**src/rtl/i2cmb_mbus_pkg.sv**
```systemverilog
// i2cmb_mbus_pkg: shared command, response, state and phase encodings for the multi-bus I2C master
package i2cmb_mbus_pkg;
  localparam int BUS_IDX_W = 4;
  typedef enum logic [2:0] {
    CMD_START    = 3'd0,
    CMD_STOP     = 3'd1,
    CMD_WRITE    = 3'd2,
    CMD_READ_ACK = 3'd3,
    CMD_READ_NAK = 3'd4,
    CMD_SET_BUS  = 3'd5,
    CMD_WAIT     = 3'd6,
    CMD_RSVD     = 3'd7
  } cmd_t;
  typedef enum logic [1:0] {
    RSP_DONE     = 2'd0,
    RSP_NAK      = 2'd1,
    RSP_ARB_LOST = 2'd2,
    RSP_ERROR    = 2'd3
  } rsp_t;
  typedef enum logic [2:0] {
    IDLE    = 3'd0,
    START_S = 3'd1,
    STOP_S  = 3'd2,
    BIT_S   = 3'd3,
    WAIT_S  = 3'd4,
    RESP    = 3'd5
  } state_t;
  typedef enum logic [1:0] {
    PH_A = 2'd0,
    PH_B = 2'd1,
    PH_C = 2'd2,
    PH_D = 2'd3
  } phase_t;
endpackage

```
**src/rtl/i2cmb_qtimer.sv**
```systemverilog
// i2cmb_qtimer: quarter-bit down-counter; tick_o marks the last cycle of a phase, hold_i freezes it
module i2cmb_qtimer #(
  parameter int CLK_DIV = 250
) (
  input  logic clk_i,
  input  logic rst_i,
  input  logic load_i,
  input  logic hold_i,
  output logic tick_o
);
  localparam int CW = $clog2(CLK_DIV);
  logic [CW-1:0] cnt_q;
  assign tick_o = !load_i && !hold_i && cnt_q == '0;
  always_ff @(posedge clk_i) begin
    if (rst_i || load_i || tick_o) cnt_q <= CW'(CLK_DIV - 1);
    else if (!hold_i) cnt_q <= cnt_q - 1'b1;
  end
endmodule

```
**src/rtl/i2cmb_mbus_master.sv**
```systemverilog
// i2cmb_mbus_master: byte-level I2C master engine time-sharing one command port over NUM_BUSES buses
module i2cmb_mbus_master
  import i2cmb_mbus_pkg::*;
#(
  parameter int NUM_BUSES = 16,
  parameter int CLK_DIV   = 250
) (
  input  logic                 clk_i,
  input  logic                 rst_i,
  input  logic                 cmd_valid_i,
  output logic                 cmd_ready_o,
  input  logic [2:0]           cmd_i,
  input  logic [7:0]           data_i,
  output logic                 rsp_valid_o,
  output logic [1:0]           rsp_o,
  output logic [7:0]           rdata_o,
  output logic                 busy_o,
  output logic [BUS_IDX_W-1:0] bus_sel_o,
  input  logic [NUM_BUSES-1:0] scl_i,
  input  logic [NUM_BUSES-1:0] sda_i,
  output logic [NUM_BUSES-1:0] scl_o,
  output logic [NUM_BUSES-1:0] sda_o
);
  state_t state_q, state_d;
  phase_t ph_q, ph_d;
  cmd_t cmd_q, cmd_d;
  rsp_t rsp_q, rsp_d;
  logic [3:0] bit_q, bit_d;
  logic [7:0] n_q, n_d, sh_q, sh_d, rdata_q, rdata_d;
  logic [BUS_IDX_W-1:0] sel_q, sel_d;
  logic busy_q, busy_d, sda_idle_q, sda_idle_d;
  logic [NUM_BUSES-1:0] scl_sh, sda_sh;
  logic scl_in, sda_in, scl_drv, sda_drv, accept, timed, hold, tick, arb;
  assign scl_sh = scl_i >> sel_q;
  assign sda_sh = sda_i >> sel_q;
  assign scl_in = scl_sh[0];
  assign sda_in = sda_sh[0];
  assign cmd_ready_o = state_q == IDLE || state_q == RESP;
  assign rsp_valid_o = state_q == RESP;
  assign accept = cmd_valid_i && cmd_ready_o;
  assign timed = state_q inside {START_S, STOP_S, BIT_S, WAIT_S};
  // the phase where SCL is first released is the one a slave may stretch
  assign hold = !scl_in && ((state_q == BIT_S && ph_q == PH_C) ||
                            ((state_q == START_S || state_q == STOP_S) && ph_q == PH_B));
  assign arb = tick && !sda_in &&
               ((state_q == START_S && ph_q == PH_C) ||
                (state_q == BIT_S && ph_q == PH_D && !bit_q[3] && cmd_q == CMD_WRITE && sh_q[7]));
  i2cmb_qtimer #(.CLK_DIV(CLK_DIV)) u_qtimer (
    .clk_i  (clk_i),
    .rst_i  (rst_i),
    .load_i (!timed),
    .hold_i (hold),
    .tick_o (tick)
  );
  // between commands a captured bus keeps SCL low; SDA rests low only right after START
  always_comb begin
    scl_drv = !busy_q;
    sda_drv = sda_idle_q;
    case (state_q)
      START_S: begin
        scl_drv = !(ph_q == PH_A && busy_q);
        sda_drv = ph_q != PH_D;
      end
      STOP_S: begin
        scl_drv = ph_q != PH_A;
        sda_drv = ph_q == PH_D;
      end
      BIT_S: begin
        scl_drv = ph_q inside {PH_C, PH_D};
        sda_drv = bit_q[3] ? (cmd_q == CMD_WRITE || cmd_q == CMD_READ_NAK)
                           : (cmd_q != CMD_WRITE || sh_q[7]);
      end
      default: ;
    endcase
  end
  assign scl_o = ~(NUM_BUSES'(!scl_drv) << sel_q);
  assign sda_o = ~(NUM_BUSES'(!sda_drv) << sel_q);
  always_comb begin
    state_d = state_q == RESP ? IDLE : state_q;
    ph_d = ph_q;
    cmd_d = cmd_q;
    rsp_d = rsp_q;
    bit_d = bit_q;
    n_d = n_q;
    sh_d = sh_q;
    rdata_d = rdata_q;
    sel_d = sel_q;
    busy_d = busy_q;
    sda_idle_d = sda_idle_q;
    if (accept) begin
      cmd_d = cmd_t'(cmd_i);
      rsp_d = RSP_DONE;
      state_d = RESP;
      ph_d = PH_A;
      bit_d = '0;
      n_d = data_i;
      sh_d = data_i;
      case (cmd_t'(cmd_i))
        CMD_START: state_d = START_S;
        CMD_STOP: begin
          state_d = busy_q ? STOP_S : RESP;
          rsp_d = busy_q ? RSP_DONE : RSP_ERROR;
        end
        CMD_WRITE, CMD_READ_ACK, CMD_READ_NAK: begin
          state_d = busy_q ? BIT_S : RESP;
          rsp_d = busy_q ? RSP_DONE : RSP_ERROR;
        end
        CMD_SET_BUS: begin
          rsp_d = (busy_q || int'(data_i) >= NUM_BUSES) ? RSP_ERROR : RSP_DONE;
          sel_d = rsp_d == RSP_DONE ? data_i[BUS_IDX_W-1:0] : sel_q;
        end
        CMD_WAIT: state_d = data_i != 8'd0 ? WAIT_S : RESP;
        default: rsp_d = RSP_ERROR;
      endcase
    end else if (arb) begin
      state_d = RESP;
      rsp_d = RSP_ARB_LOST;
      busy_d = 1'b0;
      sda_idle_d = 1'b1;
    end else if (tick) begin
      ph_d = phase_t'(ph_q + 2'd1);
      if (ph_q == PH_D) begin
        case (state_q)
          START_S: begin
            state_d = RESP;
            busy_d = 1'b1;
            sda_idle_d = 1'b0;
          end
          STOP_S: begin
            state_d = RESP;
            busy_d = 1'b0;
            sda_idle_d = 1'b1;
          end
          WAIT_S: begin
            n_d = n_q - 8'd1;
            state_d = n_q == 8'd1 ? RESP : WAIT_S;
          end
          BIT_S: begin
            bit_d = bit_q + 4'd1;
            sh_d = bit_q[3] ? sh_q : {sh_q[6:0], sda_in};
            state_d = bit_q[3] ? RESP : BIT_S;
            sda_idle_d = bit_q[3] ? 1'b1 : sda_idle_q;
            rsp_d = (bit_q[3] && cmd_q == CMD_WRITE && sda_in) ? RSP_NAK : RSP_DONE;
            rdata_d = (bit_q[3] && cmd_q != CMD_WRITE) ? sh_q : rdata_q;
          end
          default: ;
        endcase
      end
    end
  end
  always_ff @(posedge clk_i) begin
    if (rst_i) begin
      state_q <= IDLE;
      ph_q <= PH_A;
      cmd_q <= CMD_START;
      rsp_q <= RSP_DONE;
      bit_q <= '0;
      n_q <= '0;
      sh_q <= '0;
      rdata_q <= '0;
      sel_q <= '0;
      busy_q <= 1'b0;
      sda_idle_q <= 1'b1;
    end else begin
      state_q <= state_d;
      ph_q <= ph_d;
      cmd_q <= cmd_d;
      rsp_q <= rsp_d;
      bit_q <= bit_d;
      n_q <= n_d;
      sh_q <= sh_d;
      rdata_q <= rdata_d;
      sel_q <= sel_d;
      busy_q <= busy_d;
      sda_idle_q <= sda_idle_d;
    end
  end
  assign rsp_o = rsp_q;
  assign rdata_o = rdata_q;
  assign busy_o = busy_q;
  assign bus_sel_o = sel_q;
endmodule

```
**config.mk**
```make
export PLATFORM = sky130hd
export DESIGN_NAME = i2cmb_mbus_master
export DESIGN_NICKNAME = d
export VERILOG_FILES = /design/src/rtl/i2cmb_mbus_pkg.sv /design/src/rtl/i2cmb_qtimer.sv /design/src/rtl/i2cmb_mbus_master.sv
export SDC_FILE = /design/constraint.sdc
export NUM_CORES = 1
export LEC_CHECK = 0
export ABC_AREA = 1
export CAP_MARGIN = 10
export CORE_MARGIN = 2
export CORE_UTILIZATION = 55
export CTS_BUF_LIST = sky130_fd_sc_hd__clkbuf_4 sky130_fd_sc_hd__clkbuf_8
export CTS_CLUSTER_DIAMETER = 80
export DETAILED_ROUTE_END_ITERATION = 10
export GPL_TIMING_DRIVEN = 0
export PLACE_DENSITY = 0.92
export SLEW_MARGIN = 20
export SYNTH_ARGS = -nofsm -noshare
export SYNTH_HDL_FRONTEND = slang
export SYNTH_SLANG_ARGS = --single-unit
export TNS_END_PERCENT = 50
```
**constraint.sdc**
```tcl
create_clock -name clk_i -period 4.57 [get_ports clk_i]
set_input_delay 0.457 -clock clk_i [delete_from_list [all_inputs] [get_ports clk_i]]
set_output_delay 0.457 -clock clk_i [all_outputs]
set_load 0.005 [all_outputs]
```
# After elaboration in Yosys (flattened, before gate mapping)
# Cells that the tools add are included.
# word_totals
inputBits	46
reg_bits	52
elab_cells	160
out_inout_bits	49
# op_classes
reduce_logical	69
n_eq_ne	22
n_shift	4
n_lt_le_gt_ge	1
bitwise	4
n_addsub	4
n_mux	44
# ops
cell	count
8-bit two-way mux	11
16-bit NOT	2
1-bit by 4-bit left shift with 16-bit output	2
16-bit by 4-bit right shift with 1-bit output	2
3-bit two-way mux	8
3-bit equality test (second input constant)	6
1-bit logical AND	17
2-bit nonzero test	8
8-bit by 1-bit subtractor with 8-bit output (second input constant)	2
3-bit by 2-bit equality test with 1-bit output (second input constant)	5
2-bit two-way mux	7
3-bit one-hot mux with 4 select lines	1
4-bit AND reduction	3
3-bit nonzero test	4
1-bit two-way mux	11
5-bit AND reduction	2
1-bit zero test	9
1-bit logical OR	9
1-bit one-hot mux with 3 select lines	3
3-bit one-hot mux with 3 select lines	1
8-bit by 1-bit equality test with 1-bit output (second input constant)	1
8-bit by 5-bit >= comparator with 1-bit output (second input constant)	1
8-bit zero test	1
4-bit nonzero test	2
21 further kinds	30

# Logic depth before layout (Yosys ltp)
# Gate-level depths: netlist of run 1.
# logic_depth
ltp_word	12
mapped_depth	15
ltp_nobuf	13

# Cells and area by module
# From an unflattened synthesis of run 1, not the netlist that was laid out.
# hier_totals
cells_unflattened	552
area_unflattened_um2	3398.3
# modules_own_cells
mod	area_each_um2	seq_area_each_um2	cells_each	instances
i2cmb_mbus_master	2981.6	880.8	492	1
i2cmb_qtimer	416.6	160.2	60	1

# Worst setup path before layout of run 1
# Ideal clock, no wire load.
# synth_timing
path_kind	register -> output
startpoint	register ph_q[0]
endpoint	output scl_o[15]
t_arrival_ns	1.413
required_ns	4.113
stages_incl_launch_ff	11
setup_slack_ns	2.700
path_buffers	0
path_cell_list	dfxtp_1 inv_1 ha_1 nand2_1 o21ai_0 o21ai_0 o21ai_0 nor2_1 nand2_1 nor2_1 nand2_1
# synth_between
elab_chain_len	7
elab_cells_between_ends	11
classes_between	eq/ne: 2; shift: 1; mux: 1; bitwise: 1; reduce/logical: 6
# synth_rtl
item	line_no	text
start, declared	i2cmb_mbus_master.sv:25	phase_t ph_q, ph_d;
start signal, assigned	i2cmb_mbus_master.sv:166	ph_q <= ph_d;
2-bit zero test	i2cmb_mbus_master.sv:61	scl_drv = !(ph_q == PH_A && busy_q);
1-bit logical AND	i2cmb_mbus_master.sv:61	
1-bit zero test	i2cmb_mbus_master.sv:61	
1-bit one-hot mux with 3 select lines (*)	i2cmb_mbus_master.sv:59	case (state_q)
1-bit zero test (*)	i2cmb_mbus_master.sv:76	assign scl_o = ~(NUM_BUSES'(!scl_drv) << sel_q);
1-bit by 4-bit left shift with 16-bit output (*)	i2cmb_mbus_master.sv:76	
16-bit NOT (*)	i2cmb_mbus_master.sv:76	
end, declared	i2cmb_mbus_master.sv:21	output logic [NUM_BUSES-1:0] scl_o,
# Mark *: on every way between the ends. The rest lies on a longest branch, timed or not.

# Final worst setup path of run 1
# layout_timing
startpoint	register ph_q[1]
endpoint	output scl_o[3]
# The elaborated chain is that of the path after synthesis.

==> results.txt, run 1 <==
----------------------------------------------------
[Drt]
  Average wire per cell in the routed design ... 14.45 um
  Routed via count ... between 4000 and 5000
  Pre-antenna DRT Iters ... 5
  Vias per cell ... 5.710
  Count of nets left with antenna violations after detail routing ... 0
  DRC violation count after routing ... 0
  Aggregate routed wire length ... around 11 mm
  Initial DRC Count ... between 200 and 300

[Finish]
  Storage cell area ... between 1000 and 1500 um2
  Layout Utilization ... between 70% and 80%
  Area delta synth->final ... 31.92%
  Diodes inserted ... 0
  Number of inserted filler cells in the final layout ... around 500
  Post-route cell area ... ~4700 um2
  Total Nets Final ... 704
  Commonest non-fill, non-tap cell in the layout ... nand2_1
  Commonest cells after routing, fill and taps aside ... nand2_1 (116), clkdlybuf4s50_1 (93), nand3_1 (56), inv_1 (53), dfxtp_1 (52)
  Area occupied by multi-input gates ... roughly 2100 um2
  Ratio of cells with drive above 1 in the final layout ... a little over a tenth

[STA]
  Slew at the pin closest to its max-slew limit ... 492.5 ps
  Fin crit period ... around 3000 ps
  Aggregate negative setup slack ... 0 ps
  Hold violation total from the final report ... 0
  Fin. max-slew vios ... 0
  # setup viols final ... 0
  Fraction of the cycle the final worst path needs ... 66.16%
  Max Clock Skew ... 5.565 ps
  Rel. slew slack ... between 60 and 70%
  Unrepaired setup endpoints after global routing ... no
  Max Clk Rate ... around 330 MHz

[Placement]
  Routability-driven placement congestion ratio ... approximately 1
  Post-Place Cell Area ... between 4000 and 5000 um2
  Port Buf Inserts ... 93
  Post-DP HPWL ... a little over 8 mm

[Floorplan]
  Number of rows created at floorplan ... 29
  Effective utilization at floorplan ... between 50% and 60%
  Die Width ... ~85 um
  Die height ... around 85 um
  Floorplan core area ... about 6300 um2
  Full die area ... 7146 um2
  IO Pins ... 95

[Yosys]
  Share of synthesized flip-flops with an asynchronous set or reset ... 0%
  Fraction of the mapped netlist area in compound gates ... between 15 and 20%
  Mapped cell area ... approximately 3600 um2
  Library cells used by synthesis ... between 40 and 50
  Number of enable-type register cells in the synthesized netlist ... 0
  Simple-gate portion of the synthesized area ... roughly 39%
  Per-instance average area after synthesis ... ~6.5 um2
  Post-synth net total ... a little over 600
  Xor and xnor area share after synthesis ... less than 1%
  Most used DFF post-synth ... dfxtp_1
  Share of cell area taken by muxes after synthesis ... 0%
  Largest family of logic cells by synthesized area ... simple AND/OR/NAND/NOR gates
  Post-synthesis share of cell area spent on full adders, half adders and majority gates ... under 10%
  Yosys warns ... 0
  Post-synthesis register bit count ... 52
  Sequential fraction of the synthesis area ... approximately 29%
  Cell count after synthesis ... approximately 550

[Run status]
  Outcome ... finished clean

[Pwr]
  VDD IR-drop max ... between 200 and 250 uV
  Total power density per cell area ... 227.0 nW/um2
  Overall power ... 1.068 mW
  Standby leakage power ... between 1.5 and 2 nW

[Clock network]
  Clock insertion delay at the later pin of the skew report ... roughly 310 ps
  Post-CTS Setup Inserts ... 0
  Clock input transition at the sequential cells of the worst setup and hold paths ... about 100 ps
  Hold-fix buffer count after cts ... 0
  Root cell of the clock tree ... clkbuf_8
  CTS buffer count ... 5
  Post-cts resize count ... 0
  H-tree depth ... 2
  Number of buffers between clock root and the deepest sink ... 2
  Clock tree from TritonCTS ... yes
  Number of sinks handled by clock tree synthesis ... 52

[Critical path]
  Crit Path Class ... reg2out
  Critical path arrival ... approximately 2600 ps
  Maximum fanout count along the critical path ... 6
  Data required time of the critical path ... ~4000 ps
  Endpoint kind of the worst setup timing path ... output pin
  Critical path launch point type ... flop

[Run]
  Max_cap viols ... 0

[Worst hold path]
  Type of the most critical hold path ... reg2reg

[GRT]
  Total GRT Usage ... 29.17%
  Maximum number of pins on one net before global-route repair ... 17
  Sum of overflow across all layers after global routing ... 0
  Vias in the first global route ... 4001
  Initial antenna violation count ... 0
  First-pass GRT wire length ... 17.51 mm

----------------------------------------------------
-- Yosys cell counts (all sizes together), types with 2 or more instances --
library cell / instances / area [um2]
nand4: 22 / 150.1
nand3b: 2 / 15.01
clkinv: 3 / 16.27
a21oi: 47 / 250.3
clkbuf: 9 / 33.78
buf: 14 / 100.1
o21ai: 52 / 271.5
nor3: 8 / 40.04
ha: 9 / 112.6
nor2: 60 / 280.3
o31ai: 3 / 22.52
or2: 3 / 18.77
dfxtp: 52 / 1041
o21bai: 2 / 18.77
nand2: 126 / 518.0
xor2: 3 / 26.28
nand3: 61 / 345.3
inv: 65 / 244.0
-- power breakdown --
group          total, mW  switching (mW)  internal (mW)
Clock              0.320           0.157          0.162
Combinational      0.255           0.146          0.109
Sequential         0.494          0.0196          0.474
Total               1.07           0.323          0.746
-- per-stage QoR --
step,setup slack (ps),hold slack (ps),instances
final,1547,448.3,727
after global routing,1375,476.0,727
after CTS,1568,451.9,727
after detailed placement,1917,437.5,719
after global placement,1994,433.8,719
after floorplan,2700,431.3,549
-- per-layer routing --
layer,vias to the layer above,wire (um),global-route usage (%)
met3,35,1038,4.130
met1,1865,4210,35.14
li1,2018,-,-
met4,0,306,12.12
met2,233,4948,51.83
met5,-,0,0
-- cell type report --
cell class / count / area share (%)
repair buffers: 93 / 19.78
flip-flops and latches: 52 / 22.12
plain buffers: 23 / 2.845
multi-input cells: 406 / 45.31
clock inverters: 3 / 0.9040
inverters: 68 / 5.530
well taps: 77 / 2.047
clock buffers: 5 / 1.462
-- critical path: stages (launching register included) --
cell and delay (ps):
dfxtp_1 370, ha_1 310, nand2_1 160, nor2_4 220, o21ai_0 130, o21ai_0 180
nor2_1 120, nand2_1 110, nor2_1 60, nand2_1 80, clkdlybuf4s50_1 510
-- cell families after synthesis --
kind of cell	count (synthesis)
and+or+nand+nor	284
AOI/OAI and AO/OA	110
buffers and inverters	91
DFF	52
adders and majority gates	9
xor gates and xnor gates	3
-- state kept, by name, summed over array words and instances, names as in the netlist --
name / flops
state_q: 3
ph_q: 2
sda_idle_q: 1
bit_q: 4
busy_o: 1
rdata_o: 8
u_qtimer.cnt_q: 8
sh_q: 8
n_q: 8
cmd_q: 3
rsp_o: 2
bus_sel_o: 4
-- final timing paths --
check | slack (ps) | startpoint | cells past startpoint | endpoint
min | 450 | rdata_o[0] | 2 | rdata_o[0]
max reg2reg | 2340 | bus_sel_o[3] | 10 | sh_q[5]
max | 1550 | ph_q[1] | 10 | scl_o[3]
min reg2reg | 450 | rdata_o[0] | 2 | rdata_o[0]
(Power assumes the default switching activity.)
==> run 2: changes to the inputs <==
Settings changed: CORE_UTILIZATION 55 to 51, PLACE_DENSITY 0.92 to 0.87.
Clock period 4.57 ns to 3 ns, I/O delays scaled along.
==> results.txt, run 2 (synthesis results as in run 1) <==
----------------------------------------------------
[Run status]
  Outcome ... finished clean (unchanged)

[Drt]
  DRC violation count after routing ... 0 (unchanged)
  Vias per cell ... 5.546 (was 5.710)
  Pre-antenna DRT Iters ... 5 (unchanged)
  Initial DRC Count ... 359 (was 289)
  Routed via count ... 4137 (was 4151)
  Average wire per cell in the routed design ... 14.49 um (was 14.45 um)
  Aggregate routed wire length ... 10.81 mm (was 10.50 mm)
  Count of nets left with antenna violations after detail routing ... 0 (unchanged)

[GRT]
  First-pass GRT wire length ... 17.33 mm (was 17.51 mm)
  Sum of overflow across all layers after global routing ... 0 (unchanged)
  Initial antenna violation count ... 0 (unchanged)
  Vias in the first global route ... 3862 (was 4001)
  Maximum number of pins on one net before global-route repair ... 19 (was 17)
  Total GRT Usage ... 27.95% (was 29.17%)

[Floorplan]
  IO Pins ... 95 (unchanged)
  Full die area ... 7679 um2 (was 7146 um2)
  Floorplan core area ... 6794 um2 (was 6314 um2)
  Effective utilization at floorplan ... 52.50% (was 56.50%)
  Die Width ... 87.63 um (was 84.54 um)
  Die height ... 87.63 um (was 84.54 um)
  Number of rows created at floorplan ... 30 (was 29)

[Placement]
  Port Buf Inserts ... 93 (unchanged)
  Routability-driven placement congestion ratio ... 1.032 (was 0.9947)
  Post-DP HPWL ... 8.406 mm (was 8.251 mm)
  Setup slack after placement ... 446.1 ps (was 1917 ps)

[STA]
  Hold violation total from the final report ... 0 (unchanged)
  Fin crit period ... between 2000 and 3000 ps
  Max Clock Skew ... 13.02 ps (was 5.565 ps)
  Fraction of the cycle the final worst path needs ... a little over nine tenths
  Aggregate negative setup slack ... 0 ps (unchanged)
  Slew at the pin closest to its max-slew limit ... 506.3 ps (was 492.5 ps)
  # setup viols final ... 0 (unchanged)
  Rel. slew slack ... 66.24% (was 67.04%)
  Worst Slack Setup Final ... 146.7 ps (was 1547 ps)
  Fin. max-slew vios ... 0 (unchanged)
  Max Clk Rate ... ~350 MHz

[Worst hold path]
  Type of the most critical hold path ... in2reg (was reg2reg)

[Critical path]
  Critical path arrival ... 2550 ps (was 2570 ps)
  Endpoint kind of the worst setup timing path ... output pin (unchanged)
  Critical path launch point type ... flop (unchanged)
  Data required time of the critical path ... 2700 ps (was 4110 ps)
  Maximum fanout count along the critical path ... 8 (was 6)
  Buffer and inverter count on the worst path ... 2 (was 1)
  Cell with the biggest individual delay on the critical path ... clkdlybuf4s50_1 (unchanged)
  Cell family contributing the most delay on the critical path ... simple AND/OR/NAND/NOR gates (unchanged)
  Max stage delay on crit path ... 500 ps (was 510 ps)
  Cell-by-cell listing of the critical path ... inv_1 > nor3_1 > nand2_1 > nand3_1 > o2111ai_1 > nor2_2 > nand4_1 > clkdlybuf4s50_1 (was ha_1 > nand2_1 > nor2_4 > o21ai_0 > o21ai_0 > nor2_1 > nand2_1 > nor2_1 > nand2_1 > clkdlybuf4s50_1)
  Crit Path Class ... reg2out (unchanged)

[Finish]
  Commonest non-fill, non-tap cell in the layout ... nand2_1 (unchanged)
  Area delta synth->final ... 32.69% (was 31.92%)
  Ratio of cells with drive above 1 in the final layout ... 11.85% (was 10.77%)
  Commonest cells after routing, fill and taps aside ... nand2_1 (116), clkdlybuf4s50_1 (93), nand3_1 (56), inv_1 (53), dfxtp_1 (52) (unchanged)
  Diodes inserted ... 0 (unchanged)
  Total Nets Final ... 704 (unchanged)

[Pwr]
  Standby leakage power ... 1.902 nW (was 1.914 nW)
  Total power density per cell area ... 331.9 nW/um2 (was 227.0 nW/um2)
  VDD IR-drop max ... 228.7 uV (was 215.1 uV)

[Clock network]
  CTS buffer count ... 5 (unchanged)
  H-tree depth ... 2 (unchanged)
  Number of sinks handled by clock tree synthesis ... 52 (unchanged)
  Clock insertion delay at the later pin of the skew report ... 320 ps (was 310 ps)
  Clock input transition at the sequential cells of the worst setup and hold paths ... 100 ps (about the same)
  Number of buffers between clock root and the deepest sink ... 2 (unchanged)
  Clock tree from TritonCTS ... yes (unchanged)
  Post-CTS Setup Inserts ... 0 (unchanged)
  Root cell of the clock tree ... clkbuf_8 (unchanged)

[Run]
  Max_cap viols ... 0 (unchanged)

----------------------------------------------------
run 2: cell types whose count changed in the layout (fill, tap and decap cells not counted):
cell       change
nor2_2         +5
o21ai_0        -2
ha_1           -1
clkinv_2       -1
o21ai_2        +1
ha_2           +1
o21ai_1        +1
nor2_1         -5
clkinv_4       +1
bufinv_16      -1
inv_8          +1
run 2: what timing repair did:
item,CTS,global route
hold buffers,0,0
endpoints found under the setup margin,0,30
gates resized for setup,0,9
run 2: routing by layer:
metal  global-route usage (%)  share of wire (%)  vias to the layer above
met1                    33.62                 39                     1842
li1                         -                  -                     2013
met4                    10.07                2.3                        0
met5                        0                  0                        -
met3                    5.184                 10                       30
met2                    49.59                 48                      252
run 2: final cells by class:
| type | instances | area (um2) |
|---|---|---|
| multi-input cells | 406 | 2151 |
| well taps | 96 | 120.1 |
| repair buffers | 93 | 930.9 |
| clock buffers | 5 | 68.82 |
| plain buffers | 23 | 133.9 |
| inverters | 68 | 260.3 |
| fillers | 586 | 2061 |
| flip-flops and latches | 52 | 1041 |
| clock inverters | 3 | 27.53 |
run 2: through the flow:
| stage | cell area [um2] | cells | utilization [%] | hold slack, ps | power [mW] |
|---|---|---|---|---|---|
| 3_5_place_dp | 4618 | 738 | 67.97 | 439.0 | 1.144 |
| 3_3_place_gp | 4618 | 738 | 67.97 | 435.3 | 1.133 |
| 5_1_grt | 4733 | 746 | 69.67 | 404.5 | 1.652 |
| 6_report | 4733 | 746 | 69.67 | 410.7 | 1.571 |
| 4_1_cts | 4715 | 746 | 69.39 | 398.1 | 1.566 |
| 2_1_floorplan | 3567 | 549 | - | 431.3 | 1.001 |
run 2: worst paths after layout:
| path | from | endpoint | slack [ps] | cells past startpoint |
|---|---|---|---|---|
| hold reg to reg | rdata_o[2] | rdata_o[2] | 450 | 2 |
| setup reg to reg | bus_sel_o[3] | sh_q[5] | 830 | 10 |
| hold / removal | rst_i | sh_q[4] | 410 | 2 |
| setup / recovery | cmd_q[1] | sda_o[1] | 150 | 8 |
run 2: report_power, final:
part	leakage (nW)	switching, mW	internal (mW)
registers	0.423	0.0300	0.723
clock network	0.0463	0.258	0.172
logic	1.43	0.222	0.167
total	1.90	0.510	1.06
==> run 3: changes to the inputs <==
Settings changed: CAP_MARGIN 10 to not set, GPL_TIMING_DRIVEN 0 to not set.
==> results.txt, run 3 (synthesis results as in run 1) <==
----------------------------------------------------
[Finish]
  Area occupied by multi-input gates ... 2145 um2 (was 2151 um2)
  Ratio of cells with drive above 1 in the final layout ... 11.02% (was 11.85%)
  Area delta synth->final ... 30.55% (was 32.69%)
  Commonest non-fill, non-tap cell in the layout ... nand2_1 (unchanged)
  Layout Cells excl Fill ... 731 (was 746)
  Commonest cells after routing, fill and taps aside ... nand2_1 (116), clkdlybuf4s50_1 (94), nand3_1 (56), inv_1 (53), dfxtp_1 (51) (was nand2_1 (116), clkdlybuf4s50_1 (93), nand3_1 (56), inv_1 (53), dfxtp_1 (52))
  Number of inserted filler cells in the final layout ... 573 (was 586)
  Storage cell area ... 1042 um2 (was 1041 um2)
  Diodes inserted ... 0 (unchanged)
  Total Nets Final ... 689 (was 704)

[GRT]
  First-pass GRT wire length ... 16.46 mm (was 17.33 mm)
  Total GRT Usage ... 26.59% (was 27.95%)
  M1 GR Usage ... 33.31% (was 33.62%)
  Initial antenna violation count ... 0 (unchanged)
  Met3 Resource Use GR ... 4.618% (was 5.184%)
  Maximum number of pins on one net before global-route repair ... 36 (was 19)
  Sum of overflow across all layers after global routing ... 0 (unchanged)
  Busiest layer in global routing ... met2 (unchanged)
  Fraction of met2 tracks used by global routing ... 46.83% (was 49.59%)
  Vias in the first global route ... 3547 (was 3862)

[STA]
  Rel. slew slack ... 67.58% (was 66.24%)
  Hold Worst Slack ... 448.9 ps (was 410.7 ps)
  Hold violation total from the final report ... 0 (unchanged)
  Max Clk Rate ... 352.7 MHz (was 350.5 MHz)
  Unrepaired setup endpoints after global routing ... yes
  # setup viols final ... 0 (unchanged)
  Fin. max-slew vios ... 0 (unchanged)
  Fraction of the cycle the final worst path needs ... 94.52% (was 95.11%)
  Fin crit period ... 2836 ps (was 2853 ps)
  Max Clock Skew ... 10.76 ps (was 13.02 ps)
  Slew at the pin closest to its max-slew limit ... 483.3 ps (was 506.3 ps)

[Clock network]
  Post-CTS Setup Inserts ... 0 (unchanged)
  Clock insertion delay at the later pin of the skew report ... 320 ps (about the same)
  Hold-fix buffer count after cts ... 0 (unchanged)
  H-tree depth ... 2 (unchanged)
  Number of sinks handled by clock tree synthesis ... 52 (unchanged)
  Number of buffers between clock root and the deepest sink ... 2 (unchanged)
  Root cell of the clock tree ... clkbuf_8 (unchanged)
  Clock tree from TritonCTS ... yes (unchanged)
  CTS buffer count ... 5 (unchanged)
  Post-cts resize count ... 0 (unchanged)
  Clock input transition at the sequential cells of the worst setup and hold paths ... 110 ps (was 100 ps)

[Floorplan]
  Effective utilization at floorplan ... 52.50% (unchanged)
  Die Width ... 87.63 um (unchanged)
  Die height ... 87.63 um (unchanged)
  Full die area ... 7679 um2 (unchanged)
  Number of rows created at floorplan ... 30 (unchanged)
  IO Pins ... 95 (unchanged)
  Floorplan core area ... 6794 um2 (unchanged)

[Placement]
  Post-DP HPWL ... 7.778 mm (was 8.406 mm)
  Port Buf Inserts ... 94 (was 93)
  # placed instances ... 723 (was 738)
  Routability-driven placement congestion ratio ... 0.9241 (was 1.032)

[Drt]
  Count of nets left with antenna violations after detail routing ... 0 (unchanged)
  Average wire per cell in the routed design ... 13.93 um (was 14.49 um)
  Vias per cell ... 5.483 (was 5.546)
  Pre-antenna DRT Iters ... 7 (was 5)
  Routed via count ... 4008 (was 4137)
  Initial DRC Count ... 281 (was 359)
  DRC violation count after routing ... 0 (unchanged)
  Aggregate routed wire length ... 10.18 mm (was 10.81 mm)

[Worst hold path]
  Type of the most critical hold path ... reg2reg (was in2reg)

[Critical path]
  Critical path launch point type ... flop (unchanged)
  R2R setup slack ... 770 ps (was 830 ps)
  Endpoint kind of the worst setup timing path ... output pin (unchanged)
  Data required time of the critical path ... 2700 ps (about the same)
  Maximum fanout count along the critical path ... 8 (unchanged)
  Critical path arrival ... 2540 ps (was 2550 ps)
  Crit Path Class ... reg2out (unchanged)

[Pwr]
  VDD IR-drop max ... 318.2 uV (was 228.7 uV)
  Total power density per cell area ... 334.0 nW/um2 (was 331.9 nW/um2)
  Standby leakage power ... 1.862 nW (was 1.902 nW)

[Run]
  Max_cap viols ... 0 (unchanged)

[Run status]
  Outcome ... finished clean (unchanged)

----------------------------------------------------
run 3: changes by cell type in the layout (fill, tap and decap cells not counted), moves of 2 or more:
cell,before,now
buf_2,5,0
buf_4,5,7
buf_6,3,0
clkbuf_1,9,0
run 3: final cells by class:
class	instances	share of cell area (%)
multi-input cells	406	46.05
repair buffers	101	21.33
clock buffers	5	1.478
flip-flops and latches	52	22.38
inverters	68	5.588
clock inverters	3	0.5911
well taps	96	2.579
run 3: metrics by stage:
step | TNS, ps | cell area, um2 | setup WS [ps] | total power, mW | utilization (%)
after floorplan | 0 | 3567 | 1239 | 1.001 | -
after global placement | 0 | 4547 | 609.9 | 1.125 | 66.92
after global routing | -41.55 | 4657 | -23.20 | 1.634 | 68.55
after detailed placement | 0 | 4547 | 539.3 | 1.135 | 66.92
final | 0 | 4657 | 164.3 | 1.556 | 68.55
after CTS | 0 | 4643 | 168.5 | 1.555 | 68.34
run 3: final timing paths:
| kind | start | endpoint | cells past startpoint |
|---|---|---|---|
| worst max register to register | bus_sel_o[0] | n_q[5] | 12 |
| worst min register to register | rdata_o[4] | rdata_o[4] | 2 |
| worst min-delay path | rdata_o[4] | rdata_o[4] | 2 |
| worst max-delay path | bit_q[3] | sda_o[1] | 8 |
run 3: critical path: stages, from the launching register on:
cell,delay (ps)
dfxtp_1,400
inv_1,100
nor2_1,230
o31ai_1,120
nand3_1,80
o2111ai_1,140
nor2_1,410
nand4_1,220
clkdlybuf4s50_1,510
run 3: power breakdown:
group | internal [mW] | total [mW] | switching (mW)
registers | 0.723 | 0.752 | 0.0292
logic | 0.162 | 0.374 | 0.212
clock network | 0.172 | 0.430 | 0.258
total | 1.06 | 1.56 | 0.500
run 3: metal layers:
metal  up-vias  routed length [um]
li1       1985                   -
met1      1828                4341
met2       179                4866
met3        16                 808
met4         0                 165
met5         -                   0
